<file path="src/rtl/joystick_pkg.sv">
// ----------------------------------------------------------------------------
// joystick_pkg: direction codes, FSM states and helpers for joystick_reader.
// Rev 1.0
// ----------------------------------------------------------------------------
`default_nettype none

package joystick_pkg;

  localparam logic [3:0] DIR_LEFT    = 4'd3;
  localparam logic [3:0] DIR_CENTER  = 4'd5;
  localparam logic [3:0] DIR_RIGHT   = 4'd7;
  localparam int         FRAME_BYTES = 5;

  typedef enum logic [2:0] {
    ST_IDLE  = 3'd0,
    ST_SETUP = 3'd1,
    ST_SHIFT = 3'd2,
    ST_GAP   = 3'd3,
    ST_DONE  = 3'd4
  } state_t;

  function automatic int cnt_width(input int n);
    return (n > 1) ? $clog2(n) : 1;
  endfunction

  // Boundary values themselves decode as CENTER.
  function automatic logic [3:0] decode_x(input logic [9:0] x,
                                          input logic [9:0] lo,
                                          input logic [9:0] hi);
    if (x < lo)      return DIR_LEFT;
    else if (x > hi) return DIR_RIGHT;
    else             return DIR_CENTER;
  endfunction

endpackage

`default_nettype wire

</file>
<file path="src/rtl/spi_byte_rx.sv">
// ----------------------------------------------------------------------------
// spi_byte_rx: mode-0 SCLK generator and MSB-first 8-bit receiver for one byte.
// Rev 1.0
// ----------------------------------------------------------------------------
`default_nettype none

module spi_byte_rx
  import joystick_pkg::*;
#(
  parameter int CLK_DIV = 50
) (
  input  logic       i_clk,
  input  logic       i_rst_n,
  input  logic       i_start,
  input  logic       i_miso,
  output logic       o_sclk,
  output logic       o_done,
  output logic [7:0] o_data
);

  localparam int            DW       = cnt_width(CLK_DIV);
  localparam logic [DW-1:0] DIV_LAST = DW'(CLK_DIV - 1);

  logic          r_busy;
  logic [DW-1:0] r_div;
  logic [2:0]    r_bit;
  logic          r_sclk;
  logic          r_done;
  logic [7:0]    r_shift;

  always_ff @(posedge i_clk or negedge i_rst_n) begin
    if (!i_rst_n) begin
      r_busy  <= 1'b0;
      r_div   <= '0;
      r_bit   <= 3'd0;
      r_sclk  <= 1'b0;
      r_done  <= 1'b0;
      r_shift <= 8'd0;
    end else begin
      r_done <= 1'b0;
      if (i_start) begin
        r_busy <= 1'b1;
        r_div  <= '0;
        r_bit  <= 3'd0;
        r_sclk <= 1'b0;
      end else if (r_busy) begin
        if (r_div == DIV_LAST) begin
          r_div <= '0;
          if (!r_sclk) begin
            // MISO is captured on the same Clk edge that raises SCLK.
            r_sclk  <= 1'b1;
            r_shift <= {r_shift[6:0], i_miso};
          end else begin
            r_sclk <= 1'b0;
            if (r_bit == 3'd7) begin
              r_busy <= 1'b0;
              r_done <= 1'b1;
            end else begin
              r_bit <= r_bit + 3'd1;
            end
          end
        end else begin
          r_div <= r_div + 1'b1;
        end
      end
    end
  end

  assign o_sclk = r_sclk;
  assign o_done = r_done;
  assign o_data = r_shift;

endmodule

`default_nettype wire

</file>
<file path="src/rtl/joystick_reader.sv">
// ----------------------------------------------------------------------------
// joystick_reader: PmodJSTK SPI poller producing direction code and Fire strobe.
// Optional build macro JOYSTICK_DEBOUNCE_EN. Rev 1.0
// ----------------------------------------------------------------------------
`default_nettype none

module joystick_reader
  import joystick_pkg::*;
#(
  parameter int         CLK_DIV     = 50,
  parameter int         POLL_CYCLES = 500000,
  parameter int         SS_SETUP    = 1000,
  parameter logic [9:0] X_LOW       = 10'd384,
  parameter logic [9:0] X_HIGH      = 10'd640
) (
  input  logic       Clk,
  input  logic       Reset,
  input  logic       MISO,
  output logic       SS_n,
  output logic       SCLK,
  output logic       MOSI,
  output logic [3:0] Joystick_data,
  output logic       Fire,
  output logic       Sample_valid
);

  localparam int            PW        = cnt_width(POLL_CYCLES);
  localparam int            SW        = cnt_width(SS_SETUP);
  localparam logic [PW-1:0] POLL_LAST = PW'(POLL_CYCLES - 1);
  localparam logic [SW-1:0] WAIT_LAST = SW'(SS_SETUP - 1);
  localparam logic [2:0]    BYTE_LAST = 3'(FRAME_BYTES - 1);

  state_t        r_state;
  state_t        w_next;
  logic [PW-1:0] r_poll;
  logic [SW-1:0] r_wait;
  logic [2:0]    r_byte;
  logic [9:0]    r_x;
  logic          r_btn;
  logic          r_prev_btn;
  logic [3:0]    r_dir;
  logic          r_fire;
  logic          r_valid;
  logic          w_start;
  logic          w_rx_done;
  logic [7:0]    w_rx_data;
  logic          w_poll_wrap;
  logic          w_wait_done;
  logic [3:0]    w_code;
  logic          w_apply;

  spi_byte_rx #(
    .CLK_DIV (CLK_DIV)
  ) u_rx (
    .i_clk   (Clk),
    .i_rst_n (Reset),
    .i_start (w_start),
    .i_miso  (MISO),
    .o_sclk  (SCLK),
    .o_done  (w_rx_done),
    .o_data  (w_rx_data)
  );

  assign w_poll_wrap = (r_poll == POLL_LAST);
  assign w_wait_done = (r_wait == WAIT_LAST);

  always_ff @(posedge Clk or negedge Reset) begin
    if (!Reset) begin
      r_state <= ST_IDLE;
      r_poll  <= '0;
      r_wait  <= '0;
    end else begin
      r_state <= w_next;
      r_poll  <= w_poll_wrap ? '0 : r_poll + 1'b1;
      r_wait  <= (w_next == r_state && (r_state == ST_SETUP || r_state == ST_GAP))
                 ? r_wait + 1'b1 : '0;
    end
  end

  always_comb begin
    w_next  = r_state;
    w_start = 1'b0;
    case (r_state)
      ST_IDLE:  if (w_poll_wrap) w_next = ST_SETUP;
      ST_SETUP,
      ST_GAP: begin
        if (w_wait_done) begin
          w_next  = ST_SHIFT;
          w_start = 1'b1;
        end
      end
      ST_SHIFT: if (w_rx_done) w_next = (r_byte == BYTE_LAST) ? ST_DONE : ST_GAP;
      ST_DONE:  w_next = ST_IDLE;
      default:  w_next = ST_IDLE;
    endcase
  end

  // Y bytes are clocked in but not retained; only X and buttons drive outputs.
  always_ff @(posedge Clk or negedge Reset) begin
    if (!Reset) begin
      r_byte <= 3'd0;
      r_x    <= 10'd0;
      r_btn  <= 1'b0;
    end else if (r_state == ST_IDLE) begin
      r_byte <= 3'd0;
    end else if (r_state == ST_SHIFT && w_rx_done) begin
      r_byte <= r_byte + 3'd1;
      case (r_byte)
        3'd0:    r_x[7:0] <= w_rx_data;
        3'd1:    r_x[9:8] <= w_rx_data[1:0];
        3'd4:    r_btn    <= w_rx_data[0];
        default: ;
      endcase
    end
  end

  assign w_code = decode_x(r_x, X_LOW, X_HIGH);

`ifdef JOYSTICK_DEBOUNCE_EN
  logic [3:0] r_last_code;

  always_ff @(posedge Clk or negedge Reset) begin
    if (!Reset)                  r_last_code <= DIR_CENTER;
    else if (r_state == ST_DONE) r_last_code <= w_code;
  end

  assign w_apply = (w_code == r_last_code);
`else
  assign w_apply = 1'b1;
`endif

  always_ff @(posedge Clk or negedge Reset) begin
    if (!Reset) begin
      r_dir      <= DIR_CENTER;
      r_fire     <= 1'b0;
      r_valid    <= 1'b0;
      r_prev_btn <= 1'b0;
    end else begin
      r_valid <= (r_state == ST_DONE);
      r_fire  <= (r_state == ST_DONE) && r_btn && !r_prev_btn;
      if (r_state == ST_DONE) begin
        r_prev_btn <= r_btn;
        if (w_apply) r_dir <= w_code;
      end
    end
  end

  assign SS_n          = !(r_state == ST_SETUP || r_state == ST_SHIFT || r_state == ST_GAP);
  assign MOSI          = 1'b0;
  assign Joystick_data = r_dir;
  assign Fire          = r_fire;
  assign Sample_valid  = r_valid;

endmodule

`default_nettype wire

</file>
<file path="config.mk">
export PLATFORM = sky130hd
export DESIGN_NAME = joystick_reader
export DESIGN_NICKNAME = d
export VERILOG_FILES = /design/src/rtl/joystick_pkg.sv /design/src/rtl/spi_byte_rx.sv /design/src/rtl/joystick_reader.sv
export SDC_FILE = /design/constraint.sdc
export NUM_CORES = 1
export LEC_CHECK = 0
export BUFFER_PORTS_ARGS = -buffer_cell sky130_fd_sc_hd__buf_4
export CORE_MARGIN = 5
export CORE_UTILIZATION = 40
export CTS_BUF_LIST = sky130_fd_sc_hd__clkbuf_8
export CTS_CLUSTER_DIAMETER = 120
export CTS_CLUSTER_SIZE = 10
export DETAILED_ROUTE_END_ITERATION = 12
export GPL_TIMING_DRIVEN = 0
export HOLD_SLACK_MARGIN = 0.12
export PLACE_DENSITY = 0.64
export SKIP_CTS_REPAIR_TIMING = 1
export SYNTH_ARGS = -nofsm -noshare
export SYNTH_HDL_FRONTEND = slang
export SYNTH_SLANG_ARGS = --single-unit
</file>
<file path="constraint.sdc">
create_clock -name Clk -period 3.3 [get_ports Clk]
set_input_delay 0.495 -clock Clk [delete_from_list [all_inputs] [get_ports Clk]]
set_output_delay 0.495 -clock Clk [all_outputs]
set_load 0.03 [all_outputs]
</file>
==> metrics.txt <==
outcome finished clean; LEAKAGE approximately 1.7 nW; RePlAce Congestion 0.786; vias in the first global route between 2k and 2.5k; Sw Ratio between 20% and 30%; detailed-route wire length per cell around 13 um; Final Hold Viols 0; CP Depth 6; largest net degree at the start of global routing roughly 70; clk root buf clkbuf_8; routed via count approximately 2.1k; R2R Setup Slk 1.14 ns; pre-CTS setup slack 1.14 ns; final wirelength between 5000 and 6000 um; Finish-stage setup viols 0; # clock sinks 71; clock network fraction of total power 43.8%; syn_area_per_cell approximately 11 sq um; CP bufs+invs 1; Sequential Power Share between 50 and 60%; post-route DRC violation count 0; layout cells sized above 1 between 10% and 20%; Yosys reg bits 71; Crit path max-delay family simple AND/OR/NAND/NOR gates; Int Power 1.25 mW; M1 wire length between 2000 and 3000 um; # nets final around 330; Critical Path AT roughly 2.4 ns; CORE AREA slightly above 0.008 sq mm; CP required 3.53 ns; first-pass detailed-route iteration total 4; Tmin final roughly 2.2 ns; synth unique cells 45; peak supply drop ~0.20 mV; Critical-path top delay cell nor4_2; Setup Skew 0.00859 ns; metal3 WL approximately 170 um; Area contributors post-synth dfrtp_1 53%, mux2_2 6.8%, xnor2_1 4.0%; first-pass GRT wire length about 9600 um; Worst-Margin Slew 0.869 ns; combinational share of power 1.6%; cell taking the most area after synthesis dfrtp_1; total grt overflow 0; DR iter-0 viols 70; Tot GR Track Use 11.9%; final instance area ~0.0037 sq mm; Reg-to-Reg Start r_wait[0]; Hold WS between 0.2 and 0.3 ns; antenna violations before repair 0; max_cap viols 0; met2 routed WL about 2500 um; Synth Instances 296; Yosys warning count 0; htree depth 3; Worst R2R Path Depth 6; Crit Path Category flip-flop to flip-flop; Reg clk slew, reported paths 0.08 ns; clock tree buffer depth 2; worst path cell trace ha_1, nand4b_1, nor4_2, or3_1, buf_2, mux2_2; Main synth FF type dfrtp_1; Slew headroom approximately 42%; I/O Pins 12; Row Count 33; Post-synth top cells 70 x dfrtp_1, 31 x nor2_1, 20 x mux2_2; TritonCTS clock tree done; starting density of the core 40.7%; Tcrit/Tclk final 65.4%; vias per std cell between 5 and 6; Psw roughly 0.35 mW; CTS Buf Count 9; port bufs 8; die height about 100 um; PwrDens approximately 430 mW/mm^2; setup tns final 0 ns; Max Fclk 0.463 GHz; Post-Syn Area roughly 0.0033 sq mm; Antenna Violating Nets Remaining 0; Hold WC Path Type input port to asynchronous set/reset pin; n_diodes 0; Final Max Tran Viols 0; area fraction of the dominant cell type after synthesis between 50 and 60%; die footprint roughly 0.010 sq mm; largest driver fanout on the critical path 8; asr flop ratio synth 100%; Crit Reg-Reg Endpoint u_rx.o_data[7]; startpoint types flip-flop; smallest setup slack after layout around 1.1 ns; EDFF count, synth 0; sequential area share after synthesis a little over half; Worst-Skew Late Latency ~0.34 ns; most numerous cell in the Yosys netlist dfrtp_1; Worst Setup End Kind flip-flop; CP peak stage delay slightly above 0.5 ns; Layout area overhead 12.1%; Area after DPL 0.00351 sq mm; unrepaired setup endpoints after global routing false; uppermost routed layer met4; Layout Utilization about 46%; hpwl dp roughly 3600 um; Die Width 101 um
cells by family (layout without fill, tap and decap cells):
kind of cell | after synthesis | after routing | synth area share (%)
xor+xnor | 28 | 28 | 7.40
simple gates | 123 | 123 | 21.0
other cells | 2 | 3 | 0.227
mux | 23 | 23 | 7.70
flops | 71 | 71 | 53.6
buf+inv | 19 | 43 | 2.79
fa+ha+maj | 9 | 9 | 3.40
compound gates | 21 | 21 | 3.81
power groups by stage:
stage	Combinational, mW	Clock [mW]	Sequential, mW
after global routing	0.0303	0.766	0.871
after detailed placement	0.0269	0	0.888
after CTS	0.0270	0.725	0.871
after floorplan	0.00776	0	0.888
final	0.0253	0.698	0.871
after global placement	0.0268	0	0.888
how the worst max path moves through the flow:
stage / startpoint / end / slack, ns
2_1_floorplan: r_poll[9] / r_poll[18] / 1.44
3_3_place_gp: r_wait[0] / u_rx.o_data[2] / 1.19
3_5_place_dp: r_wait[0] / u_rx.o_data[3] / 1.14
4_1_cts: r_wait[0] / u_rx.o_data[3] / 1.14
5_1_grt: r_wait[0] / u_rx.o_data[3] / 0.93
6_report: r_wait[0] / u_rx.o_data[7] / 1.14
per-stage QoR:
stage / total power, mW / instances
4_1_cts: 1.62 / 426
6_report: 1.59 / 426
2_1_floorplan: 0.896 / 297
3_5_place_dp: 0.915 / 410
3_3_place_gp: 0.915 / 410
5_1_grt: 1.67 / 426
per-layer routing:
layer,GRT usage (%),vias to the layer above
met5,0,-
li1,-,1080
met3,2.70,7
met2,18.5,30
met4,5.83,0
met1,15.5,1030
flip-flops by register name, indices dropped and copies added (netlist names):
signal	cells
u_rx.r_busy	1
u_rx.o_data	8
u_rx.r_bit	3
u_rx.o_sclk	1
r_poll	19
Joystick_data	2
r_prev_btn	1
r_state	3
r_wait	10
u_rx.r_div	6
u_rx.o_done	1
Fire	1
r_x	10
r_btn	1
r_byte	3
Sample_valid	1
cell usage in the layout, fill, tap and decap left out, types with 10 or more instances in the layout:
cell	instances
clkbuf_8	10
nand2_1	18
mux2_2	20
nor2_1	31
dfrtp_1	70
xnor2_1	15
buf_4	11
xor2_1	13
nand3_1	10
a21oi_1	10
nand4_1	13
cell type report:
| class | count | area, sq um |
|---|---|---|
| clock inverter | 6 | 68.8 |
| multi-input combinational | 207 | 1450 |
| timing repair buffer | 8 | 60.1 |
| fill | 757 | 4420 |
| sequential | 71 | 1780 |
| tap | 105 | 131 |
| clock buffer | 10 | 138 |
| buffer | 11 | 62.6 |
| inverter | 8 | 30.0 |
No activity file was read; power rests on OpenSTA's default activity.
